### config.mk
export PLATFORM = sky130hd
export DESIGN_NAME = uart_tx_fifo_feeder_flat
export DESIGN_NICKNAME = d
export VERILOG_FILES = /design/src/rtl/uart_tx_fifo_feeder_pkg.sv /design/src/rtl/uart_tx_fifo_feeder_if.sv /design/src/rtl/uart_tx_fifo_feeder_sync_fifo.sv /design/src/rtl/uart_tx_fifo_feeder.sv /design/src/flat_wrapper.sv
export SDC_FILE = /design/constraint.sdc
export NUM_CORES = 1
export LEC_CHECK = 0
export BUFFER_PORTS_ARGS = -buffer_cell sky130_fd_sc_hd__clkbuf_2
export CAP_MARGIN = 10
export CORE_UTILIZATION = 54
export CTS_CLUSTER_DIAMETER = 30
export DETAILED_ROUTE_END_ITERATION = 10
export PLACE_DENSITY = 0.8
export SLEW_MARGIN = 10
export SYNTH_ARGS = -nofsm -noshare
export SYNTH_HDL_FRONTEND = slang
export SYNTH_SLANG_ARGS = --single-unit
### constraint.sdc
create_clock -name clk -period 1.93 [get_ports clk]
set_clock_uncertainty 0.15 [all_clocks]
set_input_delay 0.386 -clock clk [delete_from_list [all_inputs] [get_ports clk]]
set_output_delay 0.386 -clock clk [all_outputs]
set_load 0.03 [all_outputs]
### src/rtl/uart_tx_fifo_feeder_pkg.sv
// -----------------------------------------------------------------------------
// uart_tx_fifo_feeder_pkg
//   Shared definitions for the UART transmit feeder: default data/depth
//   parameters and the launch-sequencer state encoding.
// -----------------------------------------------------------------------------
package uart_tx_fifo_feeder_pkg;

  localparam int DEFAULT_DATA_WIDTH = 8;
  localparam int DEFAULT_DEPTH_LOG2 = 4;

  // Fixed 2-bit encodings, kept visible so they read the same in waveforms.
  localparam logic [1:0] ST_IDLE      = 2'd0;
  localparam logic [1:0] ST_LAUNCH    = 2'd1;
  localparam logic [1:0] ST_WAIT_BUSY = 2'd2;
  localparam logic [1:0] ST_WAIT_DONE = 2'd3;

  typedef enum logic [1:0] {
    IDLE      = ST_IDLE,
    LAUNCH    = ST_LAUNCH,
    WAIT_BUSY = ST_WAIT_BUSY,
    WAIT_DONE = ST_WAIT_DONE
  } feeder_state_e;

endpackage

### src/rtl/uart_tx_fifo_feeder_if.sv
// -----------------------------------------------------------------------------
// uart_tx_fifo_feeder_if
//   Bundles the producer push side, the FIFO status, the transmit-core
//   handshake and the sticky error flags of the feeder.
//   slave  : the feeder (takes wr_en/wr_data/tx_busy, drives everything else)
//   master : the surroundings (producers plus transmit core)
// -----------------------------------------------------------------------------
interface uart_tx_fifo_feeder_if #(
  parameter int DATA_WIDTH = 8,
  parameter int DEPTH_LOG2 = 4
);
  logic                  wr_en;
  logic [DATA_WIDTH-1:0] wr_data;
  logic                  full;
  logic                  empty;
  logic [DEPTH_LOG2:0]   level;
  logic                  tx_start;
  logic [DATA_WIDTH-1:0] tx_data;
  logic                  tx_busy;
  logic                  overflow;
  logic                  timeout_err;

  modport slave (
    input  wr_en, wr_data, tx_busy,
    output full, empty, level, tx_start, tx_data, overflow, timeout_err
  );

  modport master (
    output wr_en, wr_data, tx_busy,
    input  full, empty, level, tx_start, tx_data, overflow, timeout_err
  );
endinterface

### src/rtl/uart_tx_fifo_feeder_sync_fifo.sv
// -----------------------------------------------------------------------------
// uart_tx_fifo_feeder_sync_fifo
//   Single-clock circular byte buffer for the feeder.
//   clk, reset : clock, asynchronous active-low reset
//   wr_en/wr_data : push request (dropped and flagged when full)
//   rd_en/rd_data : pop request / head entry (rd_data is combinational)
//   full, empty, level : registered occupancy status after the current edge
//   overflow : sticky, a push was attempted while full
// -----------------------------------------------------------------------------
module uart_tx_fifo_feeder_sync_fifo
  import uart_tx_fifo_feeder_pkg::*;
#(
  parameter int DATA_WIDTH = DEFAULT_DATA_WIDTH,
  parameter int DEPTH_LOG2 = DEFAULT_DEPTH_LOG2
) (
  input  logic                  clk,
  input  logic                  reset,
  input  logic                  wr_en,
  input  logic [DATA_WIDTH-1:0] wr_data,
  input  logic                  rd_en,
  output logic [DATA_WIDTH-1:0] rd_data,
  output logic                  full,
  output logic                  empty,
  output logic [DEPTH_LOG2:0]   level,
  output logic                  overflow
);

  localparam int                  DEPTH      = 1 << DEPTH_LOG2;
  localparam logic [DEPTH_LOG2:0] FULL_LEVEL = (DEPTH_LOG2 + 1)'(DEPTH);
  localparam logic [DEPTH_LOG2:0] LVL_ONE    = (DEPTH_LOG2 + 1)'(1);
  localparam logic [DEPTH_LOG2-1:0] PTR_ONE  = DEPTH_LOG2'(1);

  logic [DATA_WIDTH-1:0] mem [DEPTH];
  logic [DEPTH_LOG2-1:0] wr_ptr;
  logic [DEPTH_LOG2-1:0] rd_ptr;
  logic                  push;
  logic                  pop;
  logic [DEPTH_LOG2:0]   level_next;

  // full/empty are the pre-edge flags, so a push while full is rejected even
  // when the same edge pops.
  assign push    = wr_en && !full;
  assign pop     = rd_en && !empty;
  assign rd_data = mem[rd_ptr];

  always_comb begin
    // NOTE: default first so every path assigns level_next and no latch forms.
    level_next = level;
    if (push && !pop) begin
      level_next = level + LVL_ONE;
    end else if (pop && !push) begin
      level_next = level - LVL_ONE;
    end
  end

  // NOTE: sequential state uses <= so every register samples pre-edge values.
  always_ff @(posedge clk or negedge reset) begin
    if (!reset) begin
      wr_ptr   <= '0;
      rd_ptr   <= '0;
      level    <= '0;
      full     <= 1'b0;
      empty    <= 1'b1;
      overflow <= 1'b0;
    end else begin
      if (push) wr_ptr <= wr_ptr + PTR_ONE;
      if (pop)  rd_ptr <= rd_ptr + PTR_ONE;
      if (wr_en && full) overflow <= 1'b1;
      level <= level_next;
      full  <= (level_next == FULL_LEVEL);
      empty <= (level_next == '0);
    end
  end

  // NOTE: storage is deliberately not reset; entries are only read once the
  // pointers say they were written, and a reset-free array maps to plain RAM.
  always_ff @(posedge clk) begin
    if (push) mem[wr_ptr] <= wr_data;
  end

endmodule

### src/rtl/uart_tx_fifo_feeder.sv
// -----------------------------------------------------------------------------
// uart_tx_fifo_feeder
//   Queues bytes from bursty producers and launches them one at a time into
//   the UART transmit core, waiting for each busy period to finish.
//   clk   : system clock
//   reset : asynchronous active-low reset (discards queued bytes)
//   bus   : slave side of uart_tx_fifo_feeder_if (push port, FIFO status,
//           tx_start/tx_data/tx_busy handshake, overflow/timeout_err flags)
// -----------------------------------------------------------------------------
module uart_tx_fifo_feeder
  import uart_tx_fifo_feeder_pkg::*;
#(
  parameter int DATA_WIDTH   = DEFAULT_DATA_WIDTH,
  parameter int DEPTH_LOG2   = DEFAULT_DEPTH_LOG2,
  parameter int BUSY_TIMEOUT = 16
) (
  input logic                  clk,
  input logic                  reset,
  uart_tx_fifo_feeder_if.slave bus
);

  localparam int               CNT_W    = (BUSY_TIMEOUT > 1) ? $clog2(BUSY_TIMEOUT) : 1;
  localparam logic [CNT_W-1:0] CNT_LAST = CNT_W'(BUSY_TIMEOUT - 1);
  localparam logic [CNT_W-1:0] CNT_ONE  = CNT_W'(1);

  feeder_state_e         state;
  logic [CNT_W-1:0]      wait_cnt;
  logic [DATA_WIDTH-1:0] head;
  logic                  pop;

  // The head byte leaves the FIFO at the edge that ends the launch cycle.
  assign pop = (state == LAUNCH);

  uart_tx_fifo_feeder_sync_fifo #(
    .DATA_WIDTH (DATA_WIDTH),
    .DEPTH_LOG2 (DEPTH_LOG2)
  ) u_fifo (
    .clk      (clk),
    .reset    (reset),
    .wr_en    (bus.wr_en),
    .wr_data  (bus.wr_data),
    .rd_en    (pop),
    .rd_data  (head),
    .full     (bus.full),
    .empty    (bus.empty),
    .level    (bus.level),
    .overflow (bus.overflow)
  );

  // tx_start/tx_data are loaded on the transition into LAUNCH so the strobe
  // is high for exactly the LAUNCH cycle and the byte is already stable.
  always_ff @(posedge clk or negedge reset) begin
    if (!reset) begin
      state       <= IDLE;
      wait_cnt    <= '0;
      bus.tx_start    <= 1'b0;
      bus.tx_data     <= '0;
      bus.timeout_err <= 1'b0;
    end else begin
      bus.tx_start <= 1'b0;
      case (state)
        IDLE: begin
          if (!bus.empty) begin
            state        <= LAUNCH;
            bus.tx_start <= 1'b1;
            bus.tx_data  <= head;
          end
        end
        LAUNCH: begin
          wait_cnt <= '0;
          state    <= WAIT_BUSY;
        end
        WAIT_BUSY: begin
          if (bus.tx_busy) begin
            state <= WAIT_DONE;
          end else if (wait_cnt == CNT_LAST) begin
            // The core never acknowledged; the byte is lost, move on.
            bus.timeout_err <= 1'b1;
            state           <= IDLE;
          end else begin
            wait_cnt <= wait_cnt + CNT_ONE;
          end
        end
        WAIT_DONE: begin
          if (!bus.tx_busy) state <= IDLE;
        end
        default: state <= IDLE;
      endcase
    end
  end

endmodule

### src/flat_wrapper.sv
// flat-port wrapper written by rule: the top's interface ports become plain ports
module uart_tx_fifo_feeder_flat import uart_tx_fifo_feeder_pkg::*;
#(
  parameter int DATA_WIDTH   = DEFAULT_DATA_WIDTH,
  parameter int DEPTH_LOG2   = DEFAULT_DEPTH_LOG2,
  parameter int BUSY_TIMEOUT = 16
)
  (clk, reset, bus_wr_en, bus_wr_data, bus_tx_busy, bus_full, bus_empty, bus_level, bus_tx_start, bus_tx_data, bus_overflow, bus_timeout_err);
  uart_tx_fifo_feeder_if #(.DATA_WIDTH(DATA_WIDTH), .DEPTH_LOG2(DEPTH_LOG2)) bus_i ();
  input logic clk;
  input logic reset;
  input wire logic [$bits(bus_i.wr_en)-1:0] bus_wr_en;
  input wire logic [$bits(bus_i.wr_data)-1:0] bus_wr_data;
  input wire logic [$bits(bus_i.tx_busy)-1:0] bus_tx_busy;
  output wire logic [$bits(bus_i.full)-1:0] bus_full;
  output wire logic [$bits(bus_i.empty)-1:0] bus_empty;
  output wire logic [$bits(bus_i.level)-1:0] bus_level;
  output wire logic [$bits(bus_i.tx_start)-1:0] bus_tx_start;
  output wire logic [$bits(bus_i.tx_data)-1:0] bus_tx_data;
  output wire logic [$bits(bus_i.overflow)-1:0] bus_overflow;
  output wire logic [$bits(bus_i.timeout_err)-1:0] bus_timeout_err;
  assign bus_i.wr_en = bus_wr_en;
  assign bus_i.wr_data = bus_wr_data;
  assign bus_i.tx_busy = bus_tx_busy;
  assign bus_full = bus_i.full;
  assign bus_empty = bus_i.empty;
  assign bus_level = bus_i.level;
  assign bus_tx_start = bus_i.tx_start;
  assign bus_tx_data = bus_i.tx_data;
  assign bus_overflow = bus_i.overflow;
  assign bus_timeout_err = bus_i.timeout_err;
  uart_tx_fifo_feeder #(.DATA_WIDTH(DATA_WIDTH), .DEPTH_LOG2(DEPTH_LOG2), .BUSY_TIMEOUT(BUSY_TIMEOUT)) u_core (.clk(clk), .reset(reset), .bus(bus_i));
endmodule
==> run_results.csv <==
group,metric,value,unit
critical_path,arrival,2.05,ns
clock_network,insertion_delay,0.42,ns
cells_and_area,nets,460,
cells_and_area,syn_to_final_growth,21.4,%
sta,fin_crit_sh,97.8,%
die,io_pins,30,
yosys,yosys.area_share.adder,1.54,%
yosys,syn_area_per_cell,17.9,sq um
hold_path,min_path_type,"input port to register",
yosys,synthSimpleGateAreaFrac,6.86,%
clock_network,numCtsBuffers,17,
yosys,synthMuxAreaShare,13.3,%
yosys,synth_compound_area_share,3.82,%
grt,grt_pass1_wl,21300,um
placement,place_area,7170,sq um
cells_and_area,final_area,7910,sq um
grt,grt_usage,23.8,%
grt,grt_max_degree,29,
die,start_util,56.3,%
yosys,syn_nets,384,
yosys,yosysTopAreaCell,"edfxtp_1",
pwr,p_leak,2.89,nW
clock_network,ctsLongestPathBuffers,2,
yosys,synth_xor_area_share,1.21,%
die,rows,39,
detailed_routing,vias,3675,
yosys,synth_warnings,0,
yosys,netlist_top_cells_count,"edfxtp_1 (128), dfrtp_1 (31), mux4_2 (30)",
yosys,async_reset_ff_share,20.0,%
yosys,synth-edff-count,128,
clock_network,cts_root_buf,"clkbuf_16",
yosys,ys_ff_latch,160,
grt,grt_pass1_vias,3759,
pwr,ir_worst_vdd,1.10,mV
placement,post-dp-hpwl,8460,um
clock_network,h-tree-depth,4,
critical_path,path_class,"register to register",
hold_path,min_path_cells,3,
yosys,synth_area_leaders,"edfxtp_1 (59%), dfrtp_1 (12%), mux4_2 (10%)",
detailed_routing,drc,2,
yosys,ys.flop_type,"edfxtp_1",
yosys,yosys.cell_count.top_type,"edfxtp_1",
yosys,synth.distinct_cells,48,
sta,grt_setup_unrepaired,"true",
sta,hold_violations,0,
detailed_routing,wl_per_cell,23.3,um
detailed_routing,final_antenna_net_count,0,
sta,slew_violations,0,
critical_path,crit_path_start_kind,"register",
grt,grt_overflow,0,
pwr,powerDensity,1570,nW/um^2
die,die_w,112,um
critical_path,cp-end-kind,"register",
run_status,status,"finished, violations left",
yosys,syn_area,6510,sq um
detailed_routing,drt-initial-drc-count,324,
yosys,yosysSeqAreaShare,71.3,%
yosys,synth_top_family_by_area,"multiplexers",
sta,holdWs,0.0890,ns
placement,gp_congestion,0.812,
die,die_area,12500,sq um
detailed_routing,wl,13900,um
clock_network,path_clk_slew,0.06,ns
run_status,violations,"design-rule violations",
die,die_h,112,um
critical_path,reg2reg_depth,6,
yosys,synth_top_cell_area_share,59.0,%
clock_network,cts_tree,"done",
run,maxCapViolations,0,
sta,min_period,1.89,ns
critical_path,worstPathMaxFanout,7,
detailed_routing,viasPerCell,6.17,
grt,antenna_found_initial,0,
clock_network,clock-sinks,160,
yosys,syn_inst,364,
sta,worst_pin_slew,0.497,ns
placement,portBuffers,29,
detailed_routing,first_pass_iters,10,
cells_and_area,drive_gt1_share,36.2,%
sta,timing.fmax,530,MHz
die,design.core.area,11600,sq um
critical_path,worstPathRequired,2.09,ns
cells_and_area,diodes,0,
sta,relSlewSlack,66.8,%
sta,setup_viol,0,
## through the flow
step	worst slack, ns	cells	setup TNS [ns]	total power, W	util (%)
finish	0.0417	596	0	0.0124	68.4
floorplan	-0.0701	364	-4.99	0.00753	-
CTS	0.0194	590	0	0.0121	67.2
global placement	-0.0620	557	-0.144	0.00869	62.0
detailed placement	-0.106	557	-0.431	0.00886	62.0
global route	-0.0185	596	-0.0255	0.0130	68.4
## registers in the layout (all words and copies together), names as in the netlist
| signal | cells |
|---|---|
| u_core.state | 2 |
| u_core.u_fifo.full | 1 |
| u_core.u_fifo.rd_ptr | 4 |
| u_core.bus.tx_start | 1 |
| u_core.bus.tx_data | 8 |
| u_core.bus.timeout_err | 1 |
| u_core.u_fifo.level | 5 |
| u_core.wait_cnt | 4 |
| u_core.u_fifo.wr_ptr | 4 |
| u_core.u_fifo.mem | 128 |
| u_core.u_fifo.overflow | 1 |
| u_core.u_fifo.empty | 1 |
## where the power goes
part	switching (W)	internal [W]
Clock	0.00138	0.00170
Sequential	0.000448	0.00432
Combinational	0.00244	0.00215
## layout by cell type (no fill, tap or decap), drive strengths merged, types with 2 or more instances in the layout
cell type,instances
edfxtp,128
clkbuf,49
buf,43
dfrtp,31
mux4,30
mux2i,19
nor2,18
nand2,15
inv,11
o22ai,9
nand3,8
xnor2,8
a21o,8
ha,8
nor3,7
clkinv,6
o21ai,5
nand4,4
nor2b,4
nand3b,4
nand2b,4
and2b,3
nor4b,2
a31oi,2
and4,2
a211oi,2
nor4,2
a21oi,2
or3,2
clkinvlp,2
## cells by family after synthesis
family,after synthesis
AOI/OAI and AO/OA,35
muxes,49
adders and majority gates,8
buffers and inverters,23
and+or+nand+nor,80
DFF,160
xor gates and xnor gates,9
## critical path, stage by stage, from the launching register on
cell and delay [ns]:
dfrtp_2 0.46, buf_12 0.17, buf_4 0.17, mux4_2 0.35, mux2i_4 0.21, o22ai_1 0.10, a21o_1 0.16
## timing repair
action | 4_1_cts | 5_1_grt
setup buffers | 0 | 5
hold buffers | 1 | 0
gates cloned | 0 | 1
setup endpoints to repair | 5 | 9
gates resized for setup | 11 | 13
pin swaps | 0 | 2
hold endpoints to repair | 16 | 0
## layer usage
metal	vias up	share of wire, %	track usage (%)
li1	1599	-	-
met1	1888	42	31.9
met2	156	49	37.0
met3	32	6.4	6.42
met4	0	2.4	10.6
met5	-	0	0
## cell type report
cell class	instances	area, sq um
flip-flops and latches	160	4650
fillers	689	3660
multi-input cells	181	1900
repair buffers	74	616
clock buffers	19	443
well taps	143	179
clock inverters	13	101
inverters	6	22.5
## final timing paths
kind,start,endpoint,slack [ns]
worst max-delay path,u_core.u_fifo.rd_ptr[1]$_DFFE_PN0P_,u_core.bus.tx_data[3]$_DFFE_PN0P_,0.04
worst min-delay path,bus_tx_busy,u_core.state[0]$_DFFE_PN0P_,0.09
worst max register to register,u_core.u_fifo.rd_ptr[1]$_DFFE_PN0P_,u_core.bus.tx_data[3]$_DFFE_PN0P_,0.04
worst min register to register,u_core.u_fifo.overflow$_DFFE_PN0P_,u_core.u_fifo.overflow$_DFFE_PN0P_,0.31
max in group asynchronous,reset,u_core.u_fifo.rd_ptr[1]$_DFFE_PN0P_,0.84
min in group asynchronous,reset,u_core.u_fifo.level[4]$_DFF_PN0_,0.31
Power figures use the tool's default switching activity.
